File: config.mk
export PLATFORM = sky130hd
export DESIGN_NAME = axi_read_initiator_flat
export DESIGN_NICKNAME = d
export VERILOG_FILES = /design/src/rtl/axi_read_initiator_pkg.sv /design/src/rtl/axi_read_initiator_if.sv /design/src/rtl/axi_rd_timeout.sv /design/src/rtl/axi_read_initiator.sv /design/src/flat_wrapper.sv
export SDC_FILE = /design/constraint.sdc
export NUM_CORES = 1
export LEC_CHECK = 0
export BUFFER_PORTS_ARGS = -buffer_cell sky130_fd_sc_hd__buf_2
export CORE_UTILIZATION = 29
export CTS_BUF_LIST = sky130_fd_sc_hd__clkbuf_2 sky130_fd_sc_hd__clkbuf_4 sky130_fd_sc_hd__clkbuf_8
export DETAILED_ROUTE_END_ITERATION = 6
export GPL_TIMING_DRIVEN = 0
export PLACE_DENSITY_LB_ADDON = 0.3
export SYNTH_ARGS = -nofsm -noshare
export SYNTH_HDL_FRONTEND = slang
export SYNTH_SLANG_ARGS = --single-unit
File: constraint.sdc
create_clock -name aclk -period 4.85 [get_ports aclk]
set_clock_uncertainty 0.15 [all_clocks]
set_input_delay 0.97 -clock aclk [delete_from_list [all_inputs] [get_ports aclk]]
set_output_delay 0.97 -clock aclk [all_outputs]
set_load 0.005 [all_outputs]
File: src/rtl/axi_read_initiator_pkg.sv
// Shared types and constants for the AXI4-Lite burst read initiator.
package axi_read_pkg;

  typedef enum logic [1:0] {
    IDLE = 2'd0,
    ADDR = 2'd1,
    RESP = 2'd2,
    OUT  = 2'd3
  } state_t;

  localparam logic [1:0] RRESP_OKAY   = 2'b00;
  localparam logic [1:0] RRESP_EXOKAY = 2'b01;
  localparam logic [1:0] RRESP_SLVERR = 2'b10;
  localparam logic [1:0] RRESP_DECERR = 2'b11;

  localparam logic [31:0] WORD_BYTES = 32'd4;

endpackage

File: src/rtl/axi_read_initiator_if.sv
// Command, AXI4-Lite read (AR/R) and result channels of the read initiator.
interface axi_read_initiator_if;

  logic        cmd_valid;
  logic        cmd_ready;
  logic [31:0] cmd_addr;
  logic [3:0]  cmd_len;

  logic        arvalid;
  logic        arready;
  logic [31:0] araddr;
  logic [2:0]  arprot;

  logic        rvalid;
  logic        rready;
  logic [31:0] rdata;
  logic [1:0]  rresp;

  logic        data_valid;
  logic        data_ready;
  logic [31:0] data;
  logic        data_err;
  logic        data_last;

  modport master (
    input  cmd_valid, cmd_addr, cmd_len,
    output cmd_ready,
    output arvalid, araddr, arprot,
    input  arready,
    input  rvalid, rdata, rresp,
    output rready,
    output data_valid, data, data_err, data_last,
    input  data_ready
  );

  modport slave (
    output cmd_valid, cmd_addr, cmd_len,
    input  cmd_ready,
    input  arvalid, araddr, arprot,
    output arready,
    output rvalid, rdata, rresp,
    input  rready,
    input  data_valid, data, data_err, data_last,
    output data_ready
  );

endinterface

File: src/rtl/axi_rd_timeout.sv
// Counts consecutive cycles without read data and flags expiry on the TIMEOUT_CYCLES-th one.
module axi_rd_timeout #(
  parameter int unsigned TIMEOUT_CYCLES = 1024
) (
  input  logic clk,
  input  logic rst_n,
  input  logic count,
  input  logic clear,
  output logic expire
);

  localparam int unsigned W = $clog2(TIMEOUT_CYCLES + 1);

  logic [W-1:0] cnt;

  assign expire = count && (cnt == W'(TIMEOUT_CYCLES - 1));

  always_ff @(posedge clk or negedge rst_n) begin
    if (!rst_n) begin
      cnt <= '0;
    end else if (clear) begin
      cnt <= '0;
    end else if (count && !expire) begin
      cnt <= cnt + W'(1);
    end
  end

endmodule

File: src/rtl/axi_read_initiator.sv
// Turns (address, length) commands into single-outstanding AXI4-Lite reads, one result per beat.
// Optional read-data timeout with late-response drain: define AXI_RD_TIMEOUT_EN.
module axi_read_initiator
  import axi_read_pkg::*;
#(
  parameter int unsigned TIMEOUT_CYCLES = 1024
) (
  input  logic                 aclk,
  input  logic                 aresetn,
  axi_read_initiator_if.master bus,
  output logic                 busy
);

  state_t      state;
  state_t      next_state;
  logic [31:0] addr;
  logic [3:0]  beats_left;
  logic [31:0] data_q;
  logic        err_q;
  logic        last_q;
  logic        ready_en;
  logic        drain;
  logic        expire;

  logic cmd_hs;
  logic ar_hs;
  logic r_hs;
  logic d_hs;
  logic resp_err;

  assign cmd_hs   = bus.cmd_valid && bus.cmd_ready;
  assign ar_hs    = (state == ADDR) && bus.arready;
  assign r_hs     = (state == RESP) && bus.rvalid;
  assign d_hs     = (state == OUT) && bus.data_ready;
  assign resp_err = (bus.rresp != RRESP_OKAY);

`ifdef AXI_RD_TIMEOUT_EN
  logic to_count;
  logic to_clear;

  assign to_count = (state == RESP) && !bus.rvalid;
  assign to_clear = (state != RESP);

  axi_rd_timeout #(
    .TIMEOUT_CYCLES(TIMEOUT_CYCLES)
  ) u_timeout (
    .clk   (aclk),
    .rst_n (aresetn),
    .count (to_count),
    .clear (to_clear),
    .expire(expire)
  );

  // A timed-out read is still owed one R beat; swallow it before taking new work.
  always_ff @(posedge aclk or negedge aresetn) begin
    if (!aresetn) begin
      drain <= 1'b0;
    end else if ((state == RESP) && expire) begin
      drain <= 1'b1;
    end else if (drain && bus.rvalid) begin
      drain <= 1'b0;
    end
  end
`else
  assign expire = 1'b0;
  assign drain  = 1'b0;
`endif

  always_ff @(posedge aclk or negedge aresetn) begin
    if (!aresetn) begin
      state <= IDLE;
    end else begin
      state <= next_state;
    end
  end

  always_comb begin
    next_state = state;
    case (state)
      IDLE: if (cmd_hs) next_state = ADDR;
      ADDR: if (ar_hs) next_state = RESP;
      RESP: if (bus.rvalid || expire) next_state = OUT;
      OUT:  if (d_hs) next_state = last_q ? IDLE : ADDR;
      default: next_state = IDLE;
    endcase
  end

  always_comb begin
    bus.cmd_ready  = (state == IDLE) && ready_en && !drain;
    bus.arvalid    = (state == ADDR);
    bus.araddr     = addr;
    bus.arprot     = 3'b000;
    bus.rready     = (state == RESP) || drain;
    bus.data_valid = (state == OUT);
    bus.data       = data_q;
    bus.data_err   = err_q;
    bus.data_last  = last_q;
    busy           = (state != IDLE) || drain;
  end

  // ready_en keeps cmd_ready low during reset and raises it on the first edge after release.
  // Adding WORD_BYTES leaves the low two address bits untouched and wraps at 2^32.
  always_ff @(posedge aclk or negedge aresetn) begin
    if (!aresetn) begin
      ready_en   <= 1'b0;
      addr       <= '0;
      beats_left <= '0;
      data_q     <= '0;
      err_q      <= 1'b0;
      last_q     <= 1'b0;
    end else begin
      ready_en <= 1'b1;
      if (cmd_hs) begin
        addr       <= bus.cmd_addr;
        beats_left <= bus.cmd_len;
      end else if (d_hs && !last_q) begin
        addr       <= addr + WORD_BYTES;
        beats_left <= beats_left - 4'd1;
      end
      if (r_hs) begin
        data_q <= bus.rdata;
        err_q  <= resp_err;
        last_q <= resp_err || (beats_left == 4'd0);
      end else if ((state == RESP) && expire) begin
        data_q <= '0;
        err_q  <= 1'b1;
        last_q <= 1'b1;
      end
    end
  end

endmodule

File: src/flat_wrapper.sv
// flat-port wrapper written by rule: the top's interface ports become plain ports
module axi_read_initiator_flat import axi_read_pkg::*;
#(
  parameter int unsigned TIMEOUT_CYCLES = 1024
)
  (aclk, aresetn, busy, bus_cmd_valid, bus_cmd_addr, bus_cmd_len, bus_cmd_ready, bus_arvalid, bus_araddr, bus_arprot, bus_arready, bus_rvalid, bus_rdata, bus_rresp, bus_rready, bus_data_valid, bus_data, bus_data_err, bus_data_last, bus_data_ready);
  axi_read_initiator_if bus_i ();
  input  logic aclk;
  input  logic aresetn;
  output logic busy;
  input wire logic [$bits(bus_i.cmd_valid)-1:0] bus_cmd_valid;
  input wire logic [$bits(bus_i.cmd_addr)-1:0] bus_cmd_addr;
  input wire logic [$bits(bus_i.cmd_len)-1:0] bus_cmd_len;
  output wire logic [$bits(bus_i.cmd_ready)-1:0] bus_cmd_ready;
  output wire logic [$bits(bus_i.arvalid)-1:0] bus_arvalid;
  output wire logic [$bits(bus_i.araddr)-1:0] bus_araddr;
  output wire logic [$bits(bus_i.arprot)-1:0] bus_arprot;
  input wire logic [$bits(bus_i.arready)-1:0] bus_arready;
  input wire logic [$bits(bus_i.rvalid)-1:0] bus_rvalid;
  input wire logic [$bits(bus_i.rdata)-1:0] bus_rdata;
  input wire logic [$bits(bus_i.rresp)-1:0] bus_rresp;
  output wire logic [$bits(bus_i.rready)-1:0] bus_rready;
  output wire logic [$bits(bus_i.data_valid)-1:0] bus_data_valid;
  output wire logic [$bits(bus_i.data)-1:0] bus_data;
  output wire logic [$bits(bus_i.data_err)-1:0] bus_data_err;
  output wire logic [$bits(bus_i.data_last)-1:0] bus_data_last;
  input wire logic [$bits(bus_i.data_ready)-1:0] bus_data_ready;
  assign bus_i.cmd_valid = bus_cmd_valid;
  assign bus_i.cmd_addr = bus_cmd_addr;
  assign bus_i.cmd_len = bus_cmd_len;
  assign bus_cmd_ready = bus_i.cmd_ready;
  assign bus_arvalid = bus_i.arvalid;
  assign bus_araddr = bus_i.araddr;
  assign bus_arprot = bus_i.arprot;
  assign bus_i.arready = bus_arready;
  assign bus_i.rvalid = bus_rvalid;
  assign bus_i.rdata = bus_rdata;
  assign bus_i.rresp = bus_rresp;
  assign bus_rready = bus_i.rready;
  assign bus_data_valid = bus_i.data_valid;
  assign bus_data = bus_i.data;
  assign bus_data_err = bus_i.data_err;
  assign bus_data_last = bus_i.data_last;
  assign bus_i.data_ready = bus_data_ready;
  axi_read_initiator #(.TIMEOUT_CYCLES(TIMEOUT_CYCLES)) u_core (.aclk(aclk), .aresetn(aresetn), .bus(bus_i), .busy(busy));
endmodule
==> impl_metrics.tcl, run 1 <==
set metrics [dict create \
    status "complete, but fails checks" \
    violated_checks "DRC" \
    worstSkewPairLatency_ps 350 \
    drt_first_iter_violations 157 \
    chipWidth_microns 112 \
    rsz0062_at_grt "false" \
    num-nets-final 578 \
    dp_cells 627 \
    cts_num_sinks 73 \
    via_count 2990 \
    post-place-ws_ps 1960 \
    wire_per_inst_microns 14.5 \
    yosysSeqAreaShare_pct 52.2 \
    grt_usage_pct 15.4 \
    dieArea_sq_um 12500 \
    worst_slew_margin_rel_pct 41.7 \
    number_of_top_level_pins 150 \
    setup.worst_path.end_class "primary output" \
    ctsResizeCount 0 \
    floorplan.initialDensity_pct 30.2 \
    critical_path_cell_count 4 \
    timing_worst_setup_path_type "reg -> out" \
    timing.reg2reg.setup_slack_ps 2410 \
    p_per_area_nw_per_um2 570 \
    root_buffer "sky130_fd_sc_hd__clkbuf_8" \
    largest_net_degree_at_the_start_of_global_routing 54 \
    die_h_microns 112 \
    timing.final.crit_share_pct 51.9 \
    timing.setup.tns_ps 0 \
    postSynthRegisterBits 73 \
    post-cts-setup-buffers 0 \
    number_of_different_library_cells_in_the_post_synthesis_netlist 35 \
    placementRows 39 \
    timing.critical_path.required_ps 3730 \
    clkSlewWorstSetupHoldPaths_ps 80 \
    drive_gt1_share_pct 40.8 \
    detailed_place.area_sq_um 4440 \
    crit_path_cell_trace "inv_1, ha_1, and2_1, buf_2" \
    critical_path.n_buffers_inverters 2 \
    via_count_of_the_first_global_routing_pass 3135 \
    setup-violations-final 0 \
    cts_htree_levels 3 \
    clock_tree_from_tritoncts "done" \
    drc 22 \
    fin_util_pct 40.3 \
    max_freq_mhz 397 \
    slew_viol_final 0 \
    drtAntennaViolNets 0 \
    port_buffers 146 \
    hold_startpoint "u_core.bus.araddr[1]" \
    initial_antenna_violation_count 0 \
    r2r-end "u_core.bus.araddr[20]" \
    detail_route.first_pass.iterations 7 \
    crit_slowest_cell "sky130_fd_sc_hd__dfrtp_1" \
    grt_pass1_wl_microns 15000 \
    peakVddDrop_uv 257 \
    static-leakage-power_uw 0.00216 \
    post_cts_hold_buffer_count 0 \
    viasPerCell 4.64 \
    finalWeightedCongestion 0.839 \
    area_delta_synth_final_pct 33.3 \
    maxCapViolCount 0 \
    dp.final_hpwl_microns 6990 \
    timing.critical_path.from_type "flop" \
    timing.hold.worst_endpoint "u_core.bus.araddr[1]" \
    syn_area_sq_um 3500 \
    grt.overflow.total 0 \
    fin_ws_ps 2330 \
    postLayoutCellArea_sq_um 4660 \
    detail_route.wirelength_microns 9330 \
    finalNonFillerCells 644 \
    min_path_cells 2 \
    layout_min_cycle_time_ps 2520 \
    cts_buffer_depth 2 \
    timing.critical_path.arrival_ps 1400 \
    worst_hold_path_type "reg -> reg" \
    design.core.area_sq_um 11600 \
    synth.largest_area_cell "sky130_fd_sc_hd__dfrtp_1" \
    critical-path-top-delay-family "flip-flops" \
    cts_buffers 9 \
    syn_area_per_cell_sq_um 10.4 \
    netlist_instances 335 \
    crit_fanout 5 \
    synth_top_area_share_pct 52.2 \
    worst_r2r_startpoint "u_core.state[0]" \
    synth_top_cells_by_area "sky130_fd_sc_hd__dfrtp_1 52%, sky130_fd_sc_hd__mux2_2 10%, sky130_fd_sc_hd__xnor2_1 6.3%" \
    timing.critical_path.slowest_cell_delay_ps 420 \
    worstMarginPinSlew_ps 853 \
    yosysWarnings 0 \
    hold_violation_total_from_the_final_report 0 \
    r2r.worst_path.cells 7 \
]
-- cells by family after synthesis --
kind of cell / Yosys count / share of synthesized area, %
XOR/XNOR: 31 / 7.76
adder cells (fa/ha/maj): 7 / 2.50
AO/OA/AOI/OAI: 44 / 6.58
flip-flops: 73 / 52.2
buffers and inverters: 27 / 3.29
AND/OR/NAND/NOR: 119 / 17.1
multiplexers: 32 / 10.3
other: 2 / 0.215
-- cell usage after synthesis, drive strengths merged --
cell type  instances
a2111oi            2
a21oi              6
a31oi              2
and2               1
and3               4
and3b              1
and4               2
buf                5
clkbuf            12
conb               2
dfrtp             73
ha                 7
inv               10
mux2              32
nand2             52
nand3             11
nand3b             1
nand4              8
nor2              13
nor2b              3
nor3               8
nor3b              1
nor4               8
nor4b              1
nor4bb             1
o21ai             34
or2                2
or3                1
or4                1
xnor2             25
xor2               6
-- metal layers --
layer	global-route usage [%]	share of wire, %	vias to the layer above
met1	18.4	44	1406
met5	0	0	-
li1	-	-	1459
met2	25.5	47	121
met3	5.77	9.0	4
met4	5.41	0.61	0
-- worst reg2reg max path, delay by kind of cell (launching register included) --
family | cells | cell delay, ps
and+or+nand+nor | 3 | 990
DFF | 1 | 420
adders and majority gates | 1 | 290
buffers and inverters | 1 | 200
xor gates and xnor gates | 1 | 160
AOI/OAI and AO/OA | 1 | 80
-- stage by stage --
stage	power (uW)	hold WS, ps
floorplan	1660	320
global placement	2110	307
detailed placement	2150	315
CTS	2700	334
global route	2850	361
finish	2660	330
-- state kept, by name, indices dropped and copies added (netlist names) --
name                  count
u_core.bus.data_last      1
u_core.state              2
u_core.bus.araddr        32
u_core.beats_left         4
u_core.bus.data          32
u_core.ready_en           1
u_core.bus.data_err       1
-- worst max-delay path by stage --
stage	startpoint	end	slack, ps
2_1_floorplan	bus_data_ready	u_core.bus.araddr[31]	2330
3_3_place_gp	bus_data_ready	u_core.bus.araddr[20]	1960
3_5_place_dp	bus_data_ready	u_core.bus.araddr[18]	1960
4_1_cts	u_core.state[0]	bus_cmd_ready	2300
5_1_grt	u_core.state[0]	u_core.bus.araddr[18]	2100
6_report	u_core.state[0]	bus_cmd_ready	2330
-- power by group --
group | switching, uW | total [uW] | leakage, uW | internal, uW
registers | 255 | 1160 | 0.000879 | 905
clock network | 237 | 530 | 0.000109 | 293
logic | 440 | 965 | 0.00117 | 525
total | 932 | 2660 | 0.00216 | 1720
-- cell usage in the layout, fill, tap and decap left out, drive strengths merged, types with 4 or more instances in the layout --
cell and n:
nand3 11, dfrtp 73, xor2 6, and3 4, a21oi 6, clkbuf 22, nor2 13, nand4 8
nor4 8, nor3 8, inv 10, o21ai 34, ha 7, xnor2 25, conb 4, mux2 32
buf 152, nand2 52
-- layout make-up --
type | count | area, sq um
repair buffers | 147 | 761
diodes | 1 | 2.50
plain buffers | 17 | 77.6
flip-flops and latches | 73 | 1830
fillers | 1162 | 6900
clock inverters | 6 | 82.6
multi-input cells | 237 | 1560
inverters | 10 | 37.5
well taps | 143 | 179
clock buffers | 10 | 131
No activity file was read; power rests on OpenSTA's default activity.
==> run 2, diff against run 1 <==
--- a/config.mk
+++ b/config.mk
@@ -5,6 +5,7 @@
 export SDC_FILE = /design/constraint.sdc
 export NUM_CORES = 1
 export LEC_CHECK = 0
+export ABC_AREA = 1
 export BUFFER_PORTS_ARGS = -buffer_cell sky130_fd_sc_hd__buf_2
 export CORE_UTILIZATION = 29
 export CTS_BUF_LIST = sky130_fd_sc_hd__clkbuf_2 sky130_fd_sc_hd__clkbuf_4 sky130_fd_sc_hd__clkbuf_8
==> constraint.sdc (replaced) <==
create_clock -name aclk -period 2.09 [get_ports aclk]
set_clock_uncertainty 0.15 [all_clocks]
set_input_delay 0.418 -clock aclk [delete_from_list [all_inputs] [get_ports aclk]]
set_output_delay 0.418 -clock aclk [all_outputs]
set_load 0.005 [all_outputs]
==> impl_metrics.tcl, run 2 <==
set metrics [dict create \
    status "finished clean" \
    synth_enable_flop_cells 0 \
    area.sequential_sq_um 1830 \
    port_buffers 146 \
    timing.reg2reg.setup_slack_ps 160 \
    synth_top_cells_by_area "sky130_fd_sc_hd__dfrtp_1 44%, sky130_fd_sc_hd__nand2_1 22%, sky130_fd_sc_hd__inv_1 5.0%" \
    detail_route.first_pass.iterations 4 \
    layout_min_cycle_time_ps 1930 \
    multiInputGateArea_sq_um 2000 \
    netlist_instances 586 \
    die_h_microns 121 \
    hold-worst-slack_ps 87.8 \
    root_buffer "sky130_fd_sc_hd__clkbuf_8" \
    cts_htree_levels 3 \
    layout_commonest_cell "sky130_fd_sc_hd__nand2_1" \
    synth.largest_area_cell "sky130_fd_sc_hd__dfrtp_1" \
    grt_usage_pct 19.3 \
    hold_violation_total_from_the_final_report 0 \
    max_freq_mhz 519 \
    static-leakage-power_uw 0.00291 \
    grt.overflow.total 0 \
    yosysWarnings 0 \
    worstSkewPairLatency_ps 370 \
    clkSlewWorstSetupHoldPaths_ps 90 \
    peakVddDrop_uv 509 \
    dp.final_hpwl_microns 10000 \
    detailed_place.area_sq_um 5130 \
    cts_buffer_depth 2 \
    dieArea_sq_um 14700 \
    antennaDiodeCount 0 \
    mostFrequentLayoutCells "241 x sky130_fd_sc_hd__nand2_1, 155 x sky130_fd_sc_hd__buf_2, 73 x sky130_fd_sc_hd__dfrtp_1, 55 x sky130_fd_sc_hd__inv_1, 48 x sky130_fd_sc_hd__nor2_1" \
    via_count 4241 \
    detail_route.wirelength_microns 13200 \
    timing_worst_setup_path_type "reg -> reg" \
    timing.critical_path.arrival_ps 2010 \
    syn_area_sq_um 4130 \
    drc 0 \
    post-synth-top-count-cell "sky130_fd_sc_hd__nand2_1" \
    worst_hold_path_type "in -> reg" \
    via_count_of_the_first_global_routing_pass 4143 \
    drtAntennaViolNets 0 \
    synth_top_flop_cell "sky130_fd_sc_hd__dfrtp_1" \
    syn_area_per_cell_sq_um 7.05 \
    viasPerCell 4.55 \
    wire_per_inst_microns 14.2 \
    num-nets-final 830 \
    largest_net_degree_at_the_start_of_global_routing 59 \
    postSynthRegisterBits 73 \
    chipWidth_microns 121 \
    setup.worst_path.end_class "flop" \
    grt_pass1_wl_microns 21600 \
    crit_fanout 10 \
    design.core.area_sq_um 13900 \
    p_per_area_nw_per_um2 1290 \
    rsz0062_at_grt "false" \
    slew_viol_final 0 \
    cts_buffers 9 \
    area_delta_synth_final_pct 30.3 \
    cts_num_sinks 73 \
    asyncSetResetFlopFracSynth_pct 100 \
    post-place-ws_ps 11.2 \
    initial_antenna_violation_count 1 \
    fin_ws_ps 163 \
    maxCapViolCount 0 \
    postLayoutCellArea_sq_um 5390 \
    setup-violations-final 0 \
    number_of_different_library_cells_in_the_post_synthesis_netlist 33 \
    number_of_top_level_pins 150 \
    placementRows 43 \
    timing.critical_path.from_type "flop" \
    floorplan.initialDensity_pct 29.8 \
    timing.setup.tns_ps 0 \
    timing.final.crit_share_pct 92.2 \
    drt_first_iter_violations 209 \
    yosysSeqAreaShare_pct 44.2 \
    finalWeightedCongestion 0.887 \
    clock_tree_from_tritoncts "done" \
    final.fill_count 1525 \
    synth_top_area_share_pct 44.2 \
    drive_gt1_share_pct 27.5 \
    synth_top_cells_by_count "241 x sky130_fd_sc_hd__nand2_1, 73 x sky130_fd_sc_hd__dfrtp_1, 55 x sky130_fd_sc_hd__inv_1" \
    timing.critical_path.required_ps 2180 \
]
[run 2: through the flow]
step                      instances  power [uW]  util, %
after floorplan                 588        4330        -
after detailed placement        915        5660     36.9
after global placement          914        5610     36.7
final                           932        6950     38.8
after global routing            932        7650     38.8
after CTS                       932        7010     38.7
[run 2: per-layer routing]
metal  track usage, %  vias up  share of wire (%)
li1                 -     2156                  -
met1             24.9     1909                 45
met2             30.9      163                 45
met3             5.97       13                8.2
met4             5.48        0                1.3
met5                0        -                  0
[run 2: where the power goes]
group / leakage [uW] / switching [uW] / internal [uW]
clock: 0.000115 / 577 / 734
sequential: 0.000895 / 653 / 2060
combinational: 0.00190 / 1720 / 1220
[run 2: path summary, 6_finish.rpt]
kind	start	end	cells after the start
setup / recovery	u_core.state[0]	u_core.beats_left[1]	7
hold / removal	bus_rdata[27]	u_core.bus.data[27]	3
setup reg to reg	u_core.state[0]	u_core.beats_left[1]	7
hold reg to reg	u_core.bus.data[21]	u_core.bus.data[21]	2
max in group asynchronous	aresetn	u_core.bus.data[21]	3
min in group asynchronous	aresetn	u_core.bus.araddr[23]	2
[run 2: area by class of cell]
class                   instances  share of cell area [%]
multi-input cells             436                    37.1
flip-flops and latches         73                    33.9
repair buffers                148                    14.3
well taps                     180                    4.18
inverters                      57                    3.97
clock buffers                  11                    2.81
plain buffers                  22                    2.30
clock inverters                 5                    1.44
[run 2: logic make-up (layout without fill, tap and decap cells)]
| kind of cell | Yosys count | after routing | share of synthesized area, % |
|---|---|---|---|
| and+or+nand+nor | 363 | 363 | 37.0 |
| buffers and inverters | 79 | 243 | 7.93 |
| adders and majority gates | 7 | 7 | 2.12 |
| AOI/OAI and AO/OA | 61 | 61 | 8.36 |
| xor gates and xnor gates | 1 | 1 | 0.212 |
| DFF | 73 | 73 | 44.2 |
| other | 2 | 4 | 0.182 |
[run 2: repair_timing]
| item | CTS | global route |
|---|---|---|
| setup buffers | 0 | 0 |
| gates cloned | 0 | 0 |
| resized for setup | 1 | 9 |
| setup endpoints to repair | 1 | 34 |
| hold buffers | 1 | 0 |
| endpoints found under the hold margin | 15 | 0 |
[run 2: critical path, cell delays in order, from the launching register on]
cell,delay (ps)
sky130_fd_sc_hd__dfrtp_1,420
sky130_fd_sc_hd__inv_1,130
sky130_fd_sc_hd__ha_2,250
sky130_fd_sc_hd__nand3_4,130
sky130_fd_sc_hd__buf_2,230
sky130_fd_sc_hd__buf_4,200
sky130_fd_sc_hd__o21ai_0,170
sky130_fd_sc_hd__o21ai_0,120
